[src/rtl/prbs_checker_param_pkg.sv]
// Shared PRBS definitions for checkers and generators.
//   prbs_mode_e : 2-bit polynomial select (PRBS7/15/23/31)
//   chk_state_e : checker FSM state encoding
//   tap_n/tap_m : (N,M) tap pair for x^N + x^M + 1
//   prbs_fb     : feedback bit from a history vector, h[0] = newest bit
package prbs_checker_param_pkg;

  typedef enum logic [1:0] {
    MODE_PRBS7  = 2'd0,
    MODE_PRBS15 = 2'd1,
    MODE_PRBS23 = 2'd2,
    MODE_PRBS31 = 2'd3
  } prbs_mode_e;

  typedef enum logic [1:0] {
    ST_SEED   = 2'd0,
    ST_SEARCH = 2'd1,
    ST_LOCKED = 2'd2
  } chk_state_e;

  localparam int HIST_W = 31;

  localparam logic [4:0] PRBS7_N  = 5'd7;
  localparam logic [4:0] PRBS7_M  = 5'd6;
  localparam logic [4:0] PRBS15_N = 5'd15;
  localparam logic [4:0] PRBS15_M = 5'd14;
  localparam logic [4:0] PRBS23_N = 5'd23;
  localparam logic [4:0] PRBS23_M = 5'd18;
  localparam logic [4:0] PRBS31_N = 5'd31;
  localparam logic [4:0] PRBS31_M = 5'd28;

  function automatic logic [4:0] tap_n(input prbs_mode_e m);
    case (m)
      MODE_PRBS7:  return PRBS7_N;
      MODE_PRBS15: return PRBS15_N;
      MODE_PRBS23: return PRBS23_N;
      default:     return PRBS31_N;
    endcase
  endfunction

  function automatic logic [4:0] tap_m(input prbs_mode_e m);
    case (m)
      MODE_PRBS7:  return PRBS7_M;
      MODE_PRBS15: return PRBS15_M;
      MODE_PRBS23: return PRBS23_M;
      default:     return PRBS31_M;
    endcase
  endfunction

  // Next bit of the sequence given the last HIST_W bits (h[0] newest).
  function automatic logic prbs_fb(input logic [HIST_W-1:0] h, input prbs_mode_e m);
    logic [4:0] n;
    logic [4:0] k;
    n = tap_n(m) - 5'd1;
    k = tap_m(m) - 5'd1;
    return h[n] ^ h[k];
  endfunction

endpackage

[src/rtl/sat_counter.sv]
// Saturating up-counter.
//   clk   : clock, rising edge
//   rstn  : synchronous reset, active-high
//   clr   : synchronous clear (wins over inc)
//   inc   : count enable, one step per cycle
//   count : current value, holds at all-ones
module sat_counter #(
  parameter int WIDTH = 8
) (
  input  logic             clk,
  input  logic             rstn,
  input  logic             clr,
  input  logic             inc,
  output logic [WIDTH-1:0] count
);

  always_ff @(posedge clk) begin
    if (rstn || clr) begin
      count <= '0;
    end else if (inc && !(&count)) begin
      count <= count + 1'b1;
    end
  end

endmodule

[src/rtl/prbs_checker_param.sv]
// Serial PRBS checker with auto-lock, windowed loss-of-lock detection and
// saturating bit/error/lock-loss statistics.
//   clk              : clock, rising edge
//   rstn             : synchronous reset, active-high
//   data_in          : received serial bit
//   data_in_valid    : data_in qualifier, one bit per valid cycle
//   mode             : 0=PRBS7 1=PRBS15 2=PRBS23 3=PRBS31
//   clear            : synchronous clear of the statistics counters
//   locked           : high while the checker is in lock
//   total_bits       : bits checked while locked
//   total_bit_errors : mismatches while locked
//   lock_loss_count  : lock losses due to error threshold, saturating
module prbs_checker_param #(
  parameter int CNT_W      = 32,
  parameter int LOCK_LEN   = 32,
  parameter int WIN_LEN    = 64,
  parameter int ERR_THRESH = 8
) (
  input  logic             clk,
  input  logic             rstn,
  input  logic             data_in,
  input  logic             data_in_valid,
  input  logic [1:0]       mode,
  input  logic             clear,
  output logic             locked,
  output logic [CNT_W-1:0] total_bits,
  output logic [CNT_W-1:0] total_bit_errors,
  output logic [7:0]       lock_loss_count
);

  import prbs_checker_param_pkg::*;

  localparam int MATCH_W = (LOCK_LEN < 2) ? 1 : $clog2(LOCK_LEN + 1);
  localparam int WIN_W   = (WIN_LEN < 2) ? 1 : $clog2(WIN_LEN + 1);
  localparam logic [MATCH_W-1:0] MATCH_LAST = MATCH_W'(LOCK_LEN - 1);
  localparam logic [WIN_W-1:0]   WIN_LAST   = WIN_W'(WIN_LEN - 1);

  chk_state_e         state;
  logic [HIST_W-1:0]  hist;
  logic [4:0]         seed_cnt;
  logic [MATCH_W-1:0] match_cnt;
  logic [WIN_W-1:0]   win_bits;
  logic [WIN_W-1:0]   win_errs;
  logic [1:0]         mode_prev;
  logic               locked_r;

  prbs_mode_e       mode_e;
  logic             mode_chg;
  logic             exp_bit;
  logic             bit_err;
  logic [4:0]       seed_last;
  logic [WIN_W-1:0] err_next;
  logic             chk_vld;
  logic             in_lock;
  logic             thresh_hit;
  logic             bits_inc;
  logic             err_inc;

  assign mode_e     = prbs_mode_e'(mode);
  assign mode_chg   = (mode != mode_prev);
  assign exp_bit    = prbs_fb(hist, mode_e);
  assign bit_err    = data_in ^ exp_bit;
  assign seed_last  = tap_n(mode_e) - 5'd1;
  assign err_next   = win_errs + WIN_W'(bit_err);
  // A valid bit arriving together with a mode change is discarded.
  assign chk_vld    = data_in_valid && !mode_chg;
  assign in_lock    = (state == ST_LOCKED);
  assign thresh_hit = in_lock && chk_vld && (32'(err_next) >= 32'(ERR_THRESH));
  assign bits_inc   = in_lock && chk_vld;
  assign err_inc    = bits_inc && bit_err;
  assign locked     = locked_r;

  always_ff @(posedge clk) begin
    if (rstn) begin
      state     <= ST_SEED;
      hist      <= '0;
      seed_cnt  <= '0;
      match_cnt <= '0;
      win_bits  <= '0;
      win_errs  <= '0;
      locked_r  <= 1'b0;
      // Track the current mode so leaving reset is not seen as a change.
      mode_prev <= mode;
    end else begin
      mode_prev <= mode;
      if (mode_chg) begin
        state     <= ST_SEED;
        seed_cnt  <= '0;
        match_cnt <= '0;
        win_bits  <= '0;
        win_errs  <= '0;
        locked_r  <= 1'b0;
      end else if (data_in_valid) begin
        case (state)
          ST_SEED: begin
            hist <= {hist[HIST_W-2:0], data_in};
            if (seed_cnt == seed_last) begin
              state     <= ST_SEARCH;
              seed_cnt  <= '0;
              match_cnt <= '0;
            end else begin
              seed_cnt <= seed_cnt + 5'd1;
            end
          end
          ST_SEARCH: begin
            hist <= {hist[HIST_W-2:0], data_in};
            if (!bit_err) begin
              if (match_cnt == MATCH_LAST) begin
                state     <= ST_LOCKED;
                locked_r  <= 1'b1;
                match_cnt <= '0;
                win_bits  <= '0;
                win_errs  <= '0;
              end else begin
                match_cnt <= match_cnt + 1'b1;
              end
            end else begin
              match_cnt <= '0;
            end
          end
          ST_LOCKED: begin
            // Free-run on the local sequence so a single line error is
            // not fed back into the history and counted again.
            hist <= {hist[HIST_W-2:0], exp_bit};
            if (thresh_hit) begin
              state    <= ST_SEED;
              locked_r <= 1'b0;
              seed_cnt <= '0;
              win_bits <= '0;
              win_errs <= '0;
            end else if (win_bits == WIN_LAST) begin
              win_bits <= '0;
              win_errs <= '0;
            end else begin
              win_bits <= win_bits + 1'b1;
              win_errs <= err_next;
            end
          end
          default: begin
            state    <= ST_SEED;
            locked_r <= 1'b0;
          end
        endcase
      end
    end
  end

  sat_counter #(.WIDTH(CNT_W)) u_bits_cnt (
    .clk   (clk),
    .rstn  (rstn),
    .clr   (clear),
    .inc   (bits_inc),
    .count (total_bits)
  );

  sat_counter #(.WIDTH(CNT_W)) u_err_cnt (
    .clk   (clk),
    .rstn  (rstn),
    .clr   (clear),
    .inc   (err_inc),
    .count (total_bit_errors)
  );

  sat_counter #(.WIDTH(8)) u_loss_cnt (
    .clk   (clk),
    .rstn  (rstn),
    .clr   (clear),
    .inc   (thresh_hit),
    .count (lock_loss_count)
  );

endmodule

[config.mk]
export PLATFORM = sky130hd
export DESIGN_NAME = prbs_checker_param
export DESIGN_NICKNAME = d
export VERILOG_FILES = /design/src/rtl/prbs_checker_param_pkg.sv /design/src/rtl/sat_counter.sv /design/src/rtl/prbs_checker_param.sv
export SDC_FILE = /design/constraint.sdc
export NUM_CORES = 1
export LEC_CHECK = 0
export CORE_ASPECT_RATIO = 0.75
export CORE_MARGIN = 10
export CORE_UTILIZATION = 45
export CTS_CLUSTER_DIAMETER = 150
export CTS_CLUSTER_SIZE = 40
export DETAILED_ROUTE_END_ITERATION = 8
export GPL_ROUTABILITY_DRIVEN = 0
export PLACE_DENSITY = 0.73
export SYNTH_ARGS = -nofsm -noshare
export SYNTH_HDL_FRONTEND = slang
export SYNTH_HIERARCHICAL = 1
export SYNTH_SLANG_ARGS = --single-unit
[constraint.sdc]
create_clock -name clk -period 9.8 [get_ports clk]
set_input_delay 1.96 -clock clk [delete_from_list [all_inputs] [get_ports clk]]
set_output_delay 1.96 -clock clk [all_outputs]
set_load 0.1 [all_outputs]
==> results.txt <==
family with the most delay on the worst path: simple AND/OR/NAND/NOR gates
worst slew pin tran: 0.996 ns
setup TNS: 0 ns
Startpoint Class: primary input
most common cell in the netlist: dfxtp_1
RSZ-0062 raised after global routing: no
initial antenna violation count: 0
share of layout cells above drive strength 1: 8.05%
Cells after DPL: 976
Ys Warns: 6
Clock Skew: 0.0143 ns
# diodes: 0
final setup violation count: 0
most frequent CP cell: nor3_1
Post-Syn Instances: 751
final wirelength: 16.3 mm
area of the die: 19500 sq um
Max Root-Sink Buffers: 2
clock period minus worst slack: 5.16 ns
Worst-Skew Late Latency: 0.42 ns
Post-synth top cells: dfxtp_1, nand2_1, a21oi_1
post-synth top area share: 41.4%
vias after detailed routing: 6001
post_cts resized: 0
Post-Layout Cell Count: 1007
Net Sw Power: 0.250 mW
DR vias/cell: 5.96
drt pass-1 iters: 5
die height: 124 um
Crit. End Element: flip-flop
area leader, netlist: dfxtp_1
Avg WL per Cell: 16.1 um
gr ovfl total: 0
Layout Utilization: 56.6%
status: completed
synthesis-stage register bit count: 133
Primary FF master, synth: dfxtp_1
Post-layout nets: 836
Boundary Pins: 80
CTS Buf Count: 17
final hold viol count: 0
hold buffers post-CTS: 0
Detail Route Antenna Nets: 0
EDFF count, synth: 0
clk root buf: clkbuf_16
leak pwr: 2.41 nW
CTS tree: yes
CP cell instances: clkdlybuf4s50_1 -> mux4_2 -> xnor2_4 -> ha_1 -> nand3_1 -> nor3_1 -> a211oi_4 -> nor3_1 -> nand4_2 -> a211oi_1 -> mux2i_1
initial drt markers: 502
Worst EP arrival: 5.51 ns
clock-pin transition on the worst setup and hold timing paths: 0.06 ns
top post-synthesis cells by area: dfxtp_1, a21oi_1, nand2_1, or3_1, o31ai_1
CP peak stage delay: 0.60 ns
Tot Pwr: 1.15 mW
WP data required: 10.15 ns
worst vdd ir: 0.125 mV
max_cap viols: 0
distinct cell type count after synthesis: 65
Initial Util: 46.5%
clock sinks: 133
largest net degree at the start of global routing: 43
DRC: 0
Pint: 0.896 mW
CP Class: in2reg
FP Rows: 37
Slew HR: 33.4%
Crit Path Max Fanout: 10
fin crit share: 52.7%
Port Buffers: 79
Layout area overhead: 21.7%
Mapped Area: 6430 sq um
Clock power frac: 50.2%
die width: 158 um
DP HPWL: 11.0 mm
first-pass GRT wire length: 26.7 mm
Power Density: 146 nW/um^2
Synth Area per Inst: 8.56 sq um
Total Routing Usage GR: 16.5%
FMAX: 194 MHz
Comb power frac: 2.5%
CTS H-tree lvls: 4
Core Area: 13800 sq um
Final Max Slew Viols: 0
# fillers: 1217
Post-Syn Nets: 767
sequential share of power: 47.3%
crit path buf inv count: 1
Sw Share: 21.8%
sequential-to-total area share from yosys stat: 41.4%
Hold Path Class: reg2reg
Synth async-reset ratio: 0%
post-CTS setup buffers: 0
Slowest-stage cell, CP: mux4_2
vias in the first global route: 5509
## tightest hold or removal path, delay by kind of cell, from the launching register on
kind / cells / cell delay (ns)
flip-flops: 1 / 0.31
AO/OA/AOI/OAI: 1 / 0.05
AND/OR/NAND/NOR: 1 / 0.05
## state kept, by name (all words and copies together), names as in the netlist
name              count
u_bits_cnt/count     32
u_loss_cnt/count      8
u_err_cnt/count      32
seed_cnt              5
match_cnt             6
mode_prev             2
win_errs              7
state                 2
win_bits              7
locked                1
hist                 31
## stage by stage
stage               area [sq um]  hold slack (ns)  setup slack [ns]
detailed placement          7290            0.447              4.27
finish                      7830            0.452              4.64
CTS                         7830            0.454              4.66
global placement            7290            0.436              4.29
floorplan                   6430            0.432              5.19
global route                7830            0.464              4.43
## layout by cell type, fill, tap and decap left out, types with 5 or more instances in the layout
cell type and n:
dfxtp_1 133, nand2_1 105, a21oi_1 90, clkdlybuf4s50_1 79
nor2_1 40, or3_1 35, nand3_1 30, o21ai_0 26
o31ai_1 25, or4_1 24, nand4_1 23, clkbuf_16 17
nor3_1 16, xor2_1 11, and4_1 11, inv_1 10
xnor2_1 9, o21ai_1 9, ha_1 9, nand2b_1 7
and3_1 7, or2_2 6, mux2i_1 6, nor4_1 6
o211a_1 5
## worst paths after layout
| kind | startpoint | end | cells past startpoint | slack [ns] |
|---|---|---|---|---|
| worst min register to register | hist[25] | hist[26] | 2 | 0.45 |
| worst min-delay path | hist[25] | hist[26] | 2 | 0.45 |
| worst max-delay path | mode[1] | u_loss_cnt/count[5] | 11 | 4.64 |
| worst max register to register | hist[22] | u_loss_cnt/count[5] | 11 | 6.36 |
## area by class of cell
cell class	count	area [sq um]	share of cell area [%]
multi-input cells	576	3560	45.4
flip-flops and latches	133	2660	34.0
repair buffers	82	813	10.4
clock buffers	23	488	6.23
well taps	175	219	2.80
clock inverters	8	51.3	0.655
inverters	10	37.5	0.479
## per-layer routing
| metal | up-vias | track usage (%) | part of all wire, % |
|---|---|---|---|
| li1 | 2939 | - | - |
| met1 | 2859 | 21.4 | 46 |
| met2 | 189 | 25.7 | 45 |
| met3 | 14 | 5.20 | 7.5 |
| met4 | 0 | 4.97 | 0.74 |
| met5 | - | 0 | 0 |
## power by group through the flow
stage / registers (mW) / logic [mW] / clock network [mW]
2_1_floorplan: 0.554 / 0.0197 / 0
3_3_place_gp: 0.554 / 0.0279 / 0
3_5_place_dp: 0.554 / 0.0287 / 0
4_1_cts: 0.542 / 0.0288 / 0.585
5_1_grt: 0.542 / 0.0313 / 0.611
6_report: 0.543 / 0.0288 / 0.575
## cells by family (layout without fill, tap and decap cells)
| group | Yosys count | count (layout) | share of synthesized area, % |
|---|---|---|---|
| adders and majority gates | 9 | 9 | 1.75 |
| and+or+nand+nor | 338 | 338 | 28.3 |
| buffers and inverters | 42 | 123 | 3.35 |
| DFF | 133 | 133 | 41.4 |
| muxes | 7 | 7 | 1.28 |
| AOI/OAI and AO/OA | 201 | 201 | 20.8 |
| xor gates and xnor gates | 21 | 21 | 3.15 |
No activity file was read; power rests on OpenSTA's default activity.
